==> config.mk <==
export PLATFORM = sky130hd
export DESIGN_NAME = fetch_unit
export DESIGN_NICKNAME = d
export VERILOG_FILES = /design/src/rtl/fetch_pkg.sv /design/src/rtl/fetch_align.sv /design/src/rtl/fetch_unit.sv
export SDC_FILE = /design/constraint.sdc
export NUM_CORES = 1
export LEC_CHECK = 0
export CORE_AREA = 2 2 126 128
export DETAILED_ROUTE_END_ITERATION = 7
export DIE_AREA = 0 0 128 130
export DONT_BUFFER_PORTS = 1
export PLACE_DENSITY = 0.67
export SYNTH_ARGS = -nofsm -noshare
export SYNTH_HDL_FRONTEND = slang
export SYNTH_SLANG_ARGS = --single-unit
==> constraint.sdc <==
create_clock -name clk -period 6.4 [get_ports clk]
set_clock_uncertainty 0.1 [all_clocks]
set_input_delay 1.28 -clock clk [delete_from_list [all_inputs] [get_ports clk]]
set_output_delay 1.28 -clock clk [all_outputs]
set_load 0.1 [all_outputs]
==> src/rtl/fetch_pkg.sv <==
// Shared types and constants for the fetch stage: FSM encodings, group geometry
// and a saturating-add helper for the optional FETCH_PERF_EN counters.
package fetch_pkg;

  localparam int FETCH_WIDTH = 4;
  localparam int INST_W      = 32;
  localparam int LINE_BYTES  = 16;

  localparam logic [0:0] S_REQ  = 1'b0;
  localparam logic [0:0] S_WAIT = 1'b1;

  function automatic logic [31:0] sat_add(input logic [31:0] v, input logic [2:0] n);
    logic [32:0] s;
    s = {1'b0, v} + {30'd0, n};
    sat_add = s[32] ? 32'hFFFF_FFFF : s[31:0];
  endfunction

endpackage

==> src/rtl/fetch_align.sv <==
// Combinational line shifter: drops the words before the fetch offset so that
// inst0 is the first instruction at the fetch PC; vacated slots read as zero.
module fetch_align
  import fetch_pkg::*;
#(
  parameter int LINE_W = 128
) (
  input  logic [1:0]        offset,
  input  logic [LINE_W-1:0] line,
  output logic [INST_W-1:0] inst0,
  output logic [INST_W-1:0] inst1,
  output logic [INST_W-1:0] inst2,
  output logic [INST_W-1:0] inst3,
  output logic [2:0]        count
);

  logic [LINE_W-1:0] shifted;

  // word shift by offset zero-fills the upper slots
  always_comb begin
    shifted = line >> {offset, 5'd0};
    inst0   = shifted[31:0];
    inst1   = shifted[63:32];
    inst2   = shifted[95:64];
    inst3   = shifted[127:96];
    count   = 3'd4 - {1'b0, offset};
  end

endmodule

==> src/rtl/fetch_unit.sv <==
// Fetch stage: one outstanding 16-byte I-cache request, aligned group write to
// the instruction buffer, redirect/kill handling. Optional macro: FETCH_PERF_EN.
module fetch_unit
  import fetch_pkg::*;
#(
  parameter int                ADDR_W   = 32,
  parameter int                LINE_W   = 128,
  parameter logic [ADDR_W-1:0] RESET_PC = 32'h0000_1000
) (
  input  logic              clk,
  input  logic              reset,
  input  logic              redirect_valid,
  input  logic [ADDR_W-1:0] redirect_pc,
  output logic              ic_req_valid,
  input  logic              ic_req_ready,
  output logic [ADDR_W-1:0] ic_req_addr,
  input  logic              ic_resp_valid,
  input  logic [LINE_W-1:0] ic_resp_data,
  input  logic              ibuf_full,
  output logic [INST_W-1:0] inst0,
  output logic [INST_W-1:0] inst1,
  output logic [INST_W-1:0] inst2,
  output logic [INST_W-1:0] inst3,
  output logic [2:0]        inst_valid
`ifdef FETCH_PERF_EN
  ,
  output logic [31:0]       perf_fetch_groups,
  output logic [31:0]       perf_insts,
  output logic [31:0]       perf_stall_full,
  output logic [31:0]       perf_killed
`endif
);

  logic [0:0]        state;
  logic              kill;
  logic [ADDR_W-1:0] pc;
  logic [1:0]        offset;
  logic [ADDR_W-1:0] line_base;
  logic [ADDR_W-1:0] next_line;
  logic              handshake;
  logic              resp_accept;
  logic [INST_W-1:0] al_inst0, al_inst1, al_inst2, al_inst3;
  logic [2:0]        al_count;
  logic              unused_pc_bits;

  assign unused_pc_bits = ^pc[1:0];

  fetch_align #(.LINE_W(LINE_W)) u_align (
    .offset (offset),
    .line   (ic_resp_data),
    .inst0  (al_inst0),
    .inst1  (al_inst1),
    .inst2  (al_inst2),
    .inst3  (al_inst3),
    .count  (al_count)
  );

  // request side is combinational so ibuf_full gates the request in the same cycle
  always_comb begin
    line_base    = {pc[ADDR_W-1:4], 4'b0000};
    next_line    = line_base + ADDR_W'(LINE_BYTES);
    ic_req_addr  = line_base;
    ic_req_valid = !reset && (state == S_REQ) && !ibuf_full;
    handshake    = ic_req_valid && ic_req_ready;
    resp_accept  = (state == S_WAIT) && ic_resp_valid && !kill && !redirect_valid;
  end

  // FSM, pc and one-cycle buffer write registers; redirect always beats pc+16
  always_ff @(posedge clk) begin
    if (reset) begin
      state      <= S_REQ;
      kill       <= 1'b0;
      pc         <= RESET_PC;
      offset     <= 2'd0;
      inst0      <= 32'd0;
      inst1      <= 32'd0;
      inst2      <= 32'd0;
      inst3      <= 32'd0;
      inst_valid <= 3'd0;
    end else begin
      inst0      <= 32'd0;
      inst1      <= 32'd0;
      inst2      <= 32'd0;
      inst3      <= 32'd0;
      inst_valid <= 3'd0;
      case (state)
        S_REQ: begin
          if (redirect_valid) begin
            pc <= redirect_pc;
          end
          if (handshake) begin
            state  <= S_WAIT;
            offset <= pc[3:2];
            kill   <= redirect_valid;
          end
        end
        S_WAIT: begin
          if (ic_resp_valid) begin
            state <= S_REQ;
            kill  <= 1'b0;
            if (redirect_valid) begin
              pc <= redirect_pc;
            end else if (!kill) begin
              pc         <= next_line;
              inst0      <= al_inst0;
              inst1      <= al_inst1;
              inst2      <= al_inst2;
              inst3      <= al_inst3;
              inst_valid <= al_count;
            end
          end else if (redirect_valid) begin
            pc   <= redirect_pc;
            kill <= 1'b1;
          end
        end
        default: begin
          state <= S_REQ;
          kill  <= 1'b0;
        end
      endcase
    end
  end

`ifdef FETCH_PERF_EN
  logic resp_drop;
  assign resp_drop = (state == S_WAIT) && ic_resp_valid && (kill || redirect_valid);

  // saturating performance counters
  always_ff @(posedge clk) begin
    if (reset) begin
      perf_fetch_groups <= 32'd0;
      perf_insts        <= 32'd0;
      perf_stall_full   <= 32'd0;
      perf_killed       <= 32'd0;
    end else begin
      if (resp_accept) begin
        perf_fetch_groups <= sat_add(perf_fetch_groups, 3'd1);
        perf_insts        <= sat_add(perf_insts, al_count);
      end
      if ((state == S_REQ) && ibuf_full) begin
        perf_stall_full <= sat_add(perf_stall_full, 3'd1);
      end
      if (resp_drop) begin
        perf_killed <= sat_add(perf_killed, 3'd1);
      end
    end
  end
`endif

endmodule

# Word-level counts from Yosys, hierarchy flattened

Index checks and enable logic that the tools add are counted.

Reductions and logical operators: 8
Shift operators: 1
Add/subtract/negate cells: 2
Equal/unequal tests: 3
Mux-type cells: 12
Bitwise logic cells: 2

Operators with widths:

| cell                    | number |
|---|---|
| $mux W32                | 4 |
| $shr A128 B7 Y128       | 1 |
| $pmux W32 S2            | 1 |
| $add A32 B5 Y32 const B | 1 |
| $mux W1                 | 5 |
| $reduce_or A5 Y1        | 1 |
| $ne A4 B4 Y1 const B    | 1 |
| $pmux W1 S2             | 2 |
| $reduce_and A2 Y1       | 2 |
| $logic_and A1 B1 Y1     | 3 |
| $ne A3 B3 Y1 const B    | 1 |
| $sub A3 B2 Y3 const A   | 1 |
| $logic_not A1 Y1        | 2 |
| $ne A2 B2 Y1 const B    | 1 |
| $not A1 Y1              | 2 |

Input port bits: 166
Logic and storage cells: 37
Register bits: 167
Output and inout port bits: 164

# Longest topological paths before layout

Depth after elaboration: 6
Mapped depth: 7
Gate-level depth less buffers: 5

# Cells and area by module

A second synthesis with hierarchy kept.

Cell total of the unflattened synthesis: 808
Area total of the unflattened synthesis: 7,734.9 um^2

By module, submodules not included:

| module      | cells each | area each (um^2) | times used |
|---|---|---|---|
| fetch_unit  | 550        | 5,647.9          | 1 |
| fetch_align | 258        | 2,087.0          | 1 |

# Worst setup path before layout

Ideal clock, no wire load.

Path kind: input -> output
From: in reset
To: out ic_req_valid
Slack: 1.438 ns
Data arrival time: 3.582 ns
Stages on the path: 2
Path buffers: 1
Path through: clkbuf_1 > nor3_1

Word-level cells in the longest chain between the ends: 3

Ends and longest elaborated chain:

| item                              | line             | text |
|---|---|---|
| from (decl)                       | fetch_unit.sv:11 | `input logic reset,` |
| $logic_not A1 Y1                  | fetch_unit.sv:63 | `ic_req_valid = !reset && (state == S_REQ) && !ibuf_full;` |
| $logic_and A1 B1 Y1 (2 in series) | fetch_unit.sv:63 |  |
| to (decl)                         | fetch_unit.sv:14 | `output logic ic_req_valid,` |

Every way passes these cells.

# Final worst setup path

From: in reset
To: reg inst3[0]

Word-level cells in the longest chain between the ends: 1

Ends and longest elaborated chain:

| item                       | line              | text |
|---|---|---|
| $reduce_or A5 Y1 (no line) | -                 |  |
| to (signal assigned)       | fetch_unit.sv:108 | `inst3 <= al_inst3;` |
| to (decl)                  | fetch_unit.sv:23  | `output logic [INST_W-1:0] inst3,` |

Every way passes these cells.
A chain may end at the register's enable or synchronous reset.

==> metrics.md <==
| Metric | Value |
|---|---|
| HP Class | reg -> reg |
| Crit Path Class | in -> reg |
| Hold Crit Start | pc[2]$_SDFFE_PP0P_ |
| EDFF count, synth | 0 |
| CP startpoint kind | input pin |
| Final WL | around 20,000 um |
| Routed vias | roughly 5,700 |
| Reg2reg setup slack | between 3 and 4 ns |
| Max Slew Vio Count | 0 |
| Placer Congestion | between 0.8 and 0.9 |
| RSZ-0062 raised after global routing | false |
| Status | complete, no violations |
| Die Wd | 128 um |
| # setup viols final | 0 |
| Post-synth cell types | 47 |
| Internal Pwr Total | roughly 1.6 mW |
| CTS HTree Levels | 4 |
| Core area | 15,420 sq um |
| Max-cap violations | 0 |
| Post-CTS Repair Setup Buffers | 0 |
| CP startpoint | reset |
| CTS Hold Buffers Added | 0 |
| Crit path cell chain | nor2_1 -> nand3_2 -> nor2_2 -> buf_4 -> and2_1 |
| Net Sw Frac | 0.2976 |
| Boundary Pins | between 300 and 400 |
| Share of layout cells above drive strength 1 | 0.06967 |
| Worst-path fanout max | 37 |
| Reg2reg end | inst3[0]$_SDFF_PP0_ |
| Clock root buffer | clkbuf_16 |
| Detailed Place HPWL | around 14,000 um |
| Overall power | between 2 and 2.5 mW |
| Crit path depth | 5 |
| Die height | 130 um |
| # rows | 46 |
| Reg power frac | 0.523 |
| Vias in the first global route | approximately 5,300 |
| CTS tree | yes |
| Req. time, crit path | roughly 6.7 ns |
| Syn Std Cell Area | ~7000 sq um |
| DRC Markers | 0 |
| Slowest-stage cell, CP | nand3_2 |
| Clk Latency, worst-skew pair | approximately 0.43 ns |
| Arrival time worst endpoint | between 3 and 4 ns |
| CP delay by family, top | simple AND/OR/NAND/NOR gates |
| PwrDens | between 300 and 400 nW/um^2 |
| Hold depth | 2 |
| Initial antenna violation count | 0 |
| Post-Synthesis Cells | 781 |
| Initial Utilization | 0.4586 |
| Slew @ Worst Pin | between 1 and 1.5 ns |
| Reg-to-reg startpoint | state$_SDFF_PP0_ |
| Most common cell after layout, fill and taps aside | dfxtp_1 |
| Via/cell ratio | about 6 |
| Clock power frac | 0.415 |
| Aggregate global-route resource usage | 0.2301 |
| Initial DRC Count | 309 |
| Routed wire per std cell | 21.89 um |
| Pleak | between 2 and 3 nW |
| Nets@finish | just under 900 |
| Crit. End Element | flip-flop |
| Num CTS Buffers | 17 |
| P_sw | around 700 uW |
| Slew HR | 0.2216 |
| Post-synthesis sequential area ratio | 0.4669 |
| First-pass detailed-route iteration total | 5 |
| DRT antenna net count | 0 |
| # clock sinks | between 150 and 200 |
| Hold EP | offset[0]$_SDFFE_PP0P_ |
| Worst hold slack | around 0.35 ns |
| Port buffer count | 0 |
| Post-CTS sizing | 0 |
| Avg Inst Size Synth | between 9 and 10 sq um |
| Setup ws final | roughly 2.8 ns |
| Setup TNS Final | 0 ns |
| Worst Path Buf+Inv | 1 |
| Yosys reg bits | between 150 and 200 |
| Dpl cells | 893 |
| Post-layout min period | around 3.6 ns |
| Fin. Hold Viols | 0 |
| Largest net degree at the start of global routing | 97 |
| Worst reg2reg path depth | 5 |
| Final period util | 0.5566 |
| Asr flop ratio synth | 0 |
| Clock-pin slew on the worst setup and hold paths | roughly 0.06 ns |
| Worst stage delay on the critical path | around 0.80 ns |
| Combinational power share | 0.062 |
| Grt total ovfl | 0 |
| Top_reg_cell synth | dfxtp_1 |
| Leading cell types in the layout, fill and taps excluded | dfxtp_1, nor2_1, a211oi_1 |
| Area Overhead vs Synth | 6.155% |
| Die Area | around 17,000 sq um |
| Max Clock Freq | 0.2807 GHz |
| Post-route non-filler standard cell count | between 900 and 1,000 |
| Worst slack at placement | 2.335 ns |
| Synthesis warning total | 0 |
| First-pass GRT wire length | about 30,000 um |
| Max clock buf depth | 2 |
| Worst vdd ir | ~180 uV |
-- flip-flops by register name, summed over array words and instances, names as in the netlist --
register,count
inst0,32
inst3,32
inst_valid,3
pc,30
state,1
kill,1
inst2,32
offset,2
inst1,32
-- routing by layer --
metal	up-vias	wire, um	global-route usage
li1	2598	-	-
met1	2714	7874	0.2735
met2	302	9697	0.3662
met3	48	1940	0.08569
met4	0	738	0.1189
met5	-	0	0
-- worst min-delay path, stage by stage (launching register included) --
cell     delay [ns]
dfxtp_1        0.31
nand2_1        0.05
o31ai_1        0.05
-- Yosys cell counts (2+ instances only) --
cell | number | area share
dfxtp_1 | 165 | 0.47
nor2_1 | 127 | 0.067
a211oi_1 | 74 | 0.079
mux2i_1 | 64 | 0.091
clkbuf_1 | 51 | 0.027
a21oi_1 | 38 | 0.027
and2_1 | 35 | 0.031
nor2b_1 | 35 | 0.031
buf_4 | 33 | 0.035
nand2_1 | 19 | 0.010
nand4_1 | 14 | 0.012
a311oi_1 | 11 | 0.014
nand3_1 | 10 | 0.0071
o21ai_0 | 10 | 0.0071
inv_1 | 9 | 0.0048
or3_1 | 9 | 0.0080
o31ai_1 | 7 | 0.0074
nor4_1 | 6 | 0.0053
buf_1 | 5 | 0.0027
or4_1 | 5 | 0.0053
xnor2_1 | 5 | 0.0062
xor2_1 | 5 | 0.0062
and3_1 | 4 | 0.0035
and4_1 | 4 | 0.0050
nor3_1 | 4 | 0.0028
a2111oi_0 | 3 | 0.0037
a221oi_1 | 2 | 0.0025
a31oi_1 | 2 | 0.0018
ha_1 | 2 | 0.0035
nand4b_1 | 2 | 0.0025
nor3b_1 | 2 | 0.0021
o41ai_1 | 2 | 0.0025
or2_2 | 2 | 0.0018
or4_4 | 2 | 0.0032
-- through the flow --
stage / cell area [sq um] / utilization
floorplan: 7086 / -
global placement: 6963 / 0.4514
detailed placement: 6963 / 0.4514
CTS: 7507 / 0.4867
global route: 7507 / 0.4867
finish: 7510 / 0.4869
-- kinds of logic (layout without fill, tap and decap cells) --
family / count (synthesis) / in the layout / share of synthesized area
and+or+nand+nor: 286 / 286 / 0.2066
DFF: 165 / 165 / 0.4669
AOI/OAI and AO/OA: 153 / 153 / 0.1487
buffers and inverters: 100 / 48 / 0.07074
muxes: 64 / 64 / 0.09055
xor gates and xnor gates: 10 / 10 / 0.01238
adders and majority gates: 2 / 2 / 0.003537
other: 1 / 5 / 0.0005301
-- power groups by stage --
stage,Sequential [mW],Clock (mW),Combinational [mW]
2_1_floorplan,1.13,0,0.228
3_3_place_gp,1.22,0,0.136
3_5_place_dp,1.22,0,0.141
4_1_cts,1.20,0.962,0.142
5_1_grt,1.20,1.01,0.157
6_report,1.20,0.950,0.142
-- area by class of cell --
cell class / count / area (sq um)
Timing Repair Buffer: 7 / 70.07
Inverter: 10 / 37.54
Multi-Input combinational cell: 519 / 3304
Tap cell: 192 / 240.2
Antenna cell: 1 / 2.502
Fill cell: 1448 / 7915
Sequential cell: 165 / 3311
Clock inverter: 13 / 115.1
Clock buffer: 18 / 429.2
-- worst max-delay path by stage --
stage / to / slack, ns
after floorplan: ic_req_valid / 1.44
after global placement: inst3[25]$_SDFF_PP0_ / 2.38
after detailed placement: inst3[15]$_SDFF_PP0_ / 2.33
after CTS: inst3[10]$_SDFF_PP0_ / 2.75
after global routing: inst3[10]$_SDFF_PP0_ / 2.53
final: inst3[0]$_SDFF_PP0_ / 2.84
Power figures use the tool's default switching activity.
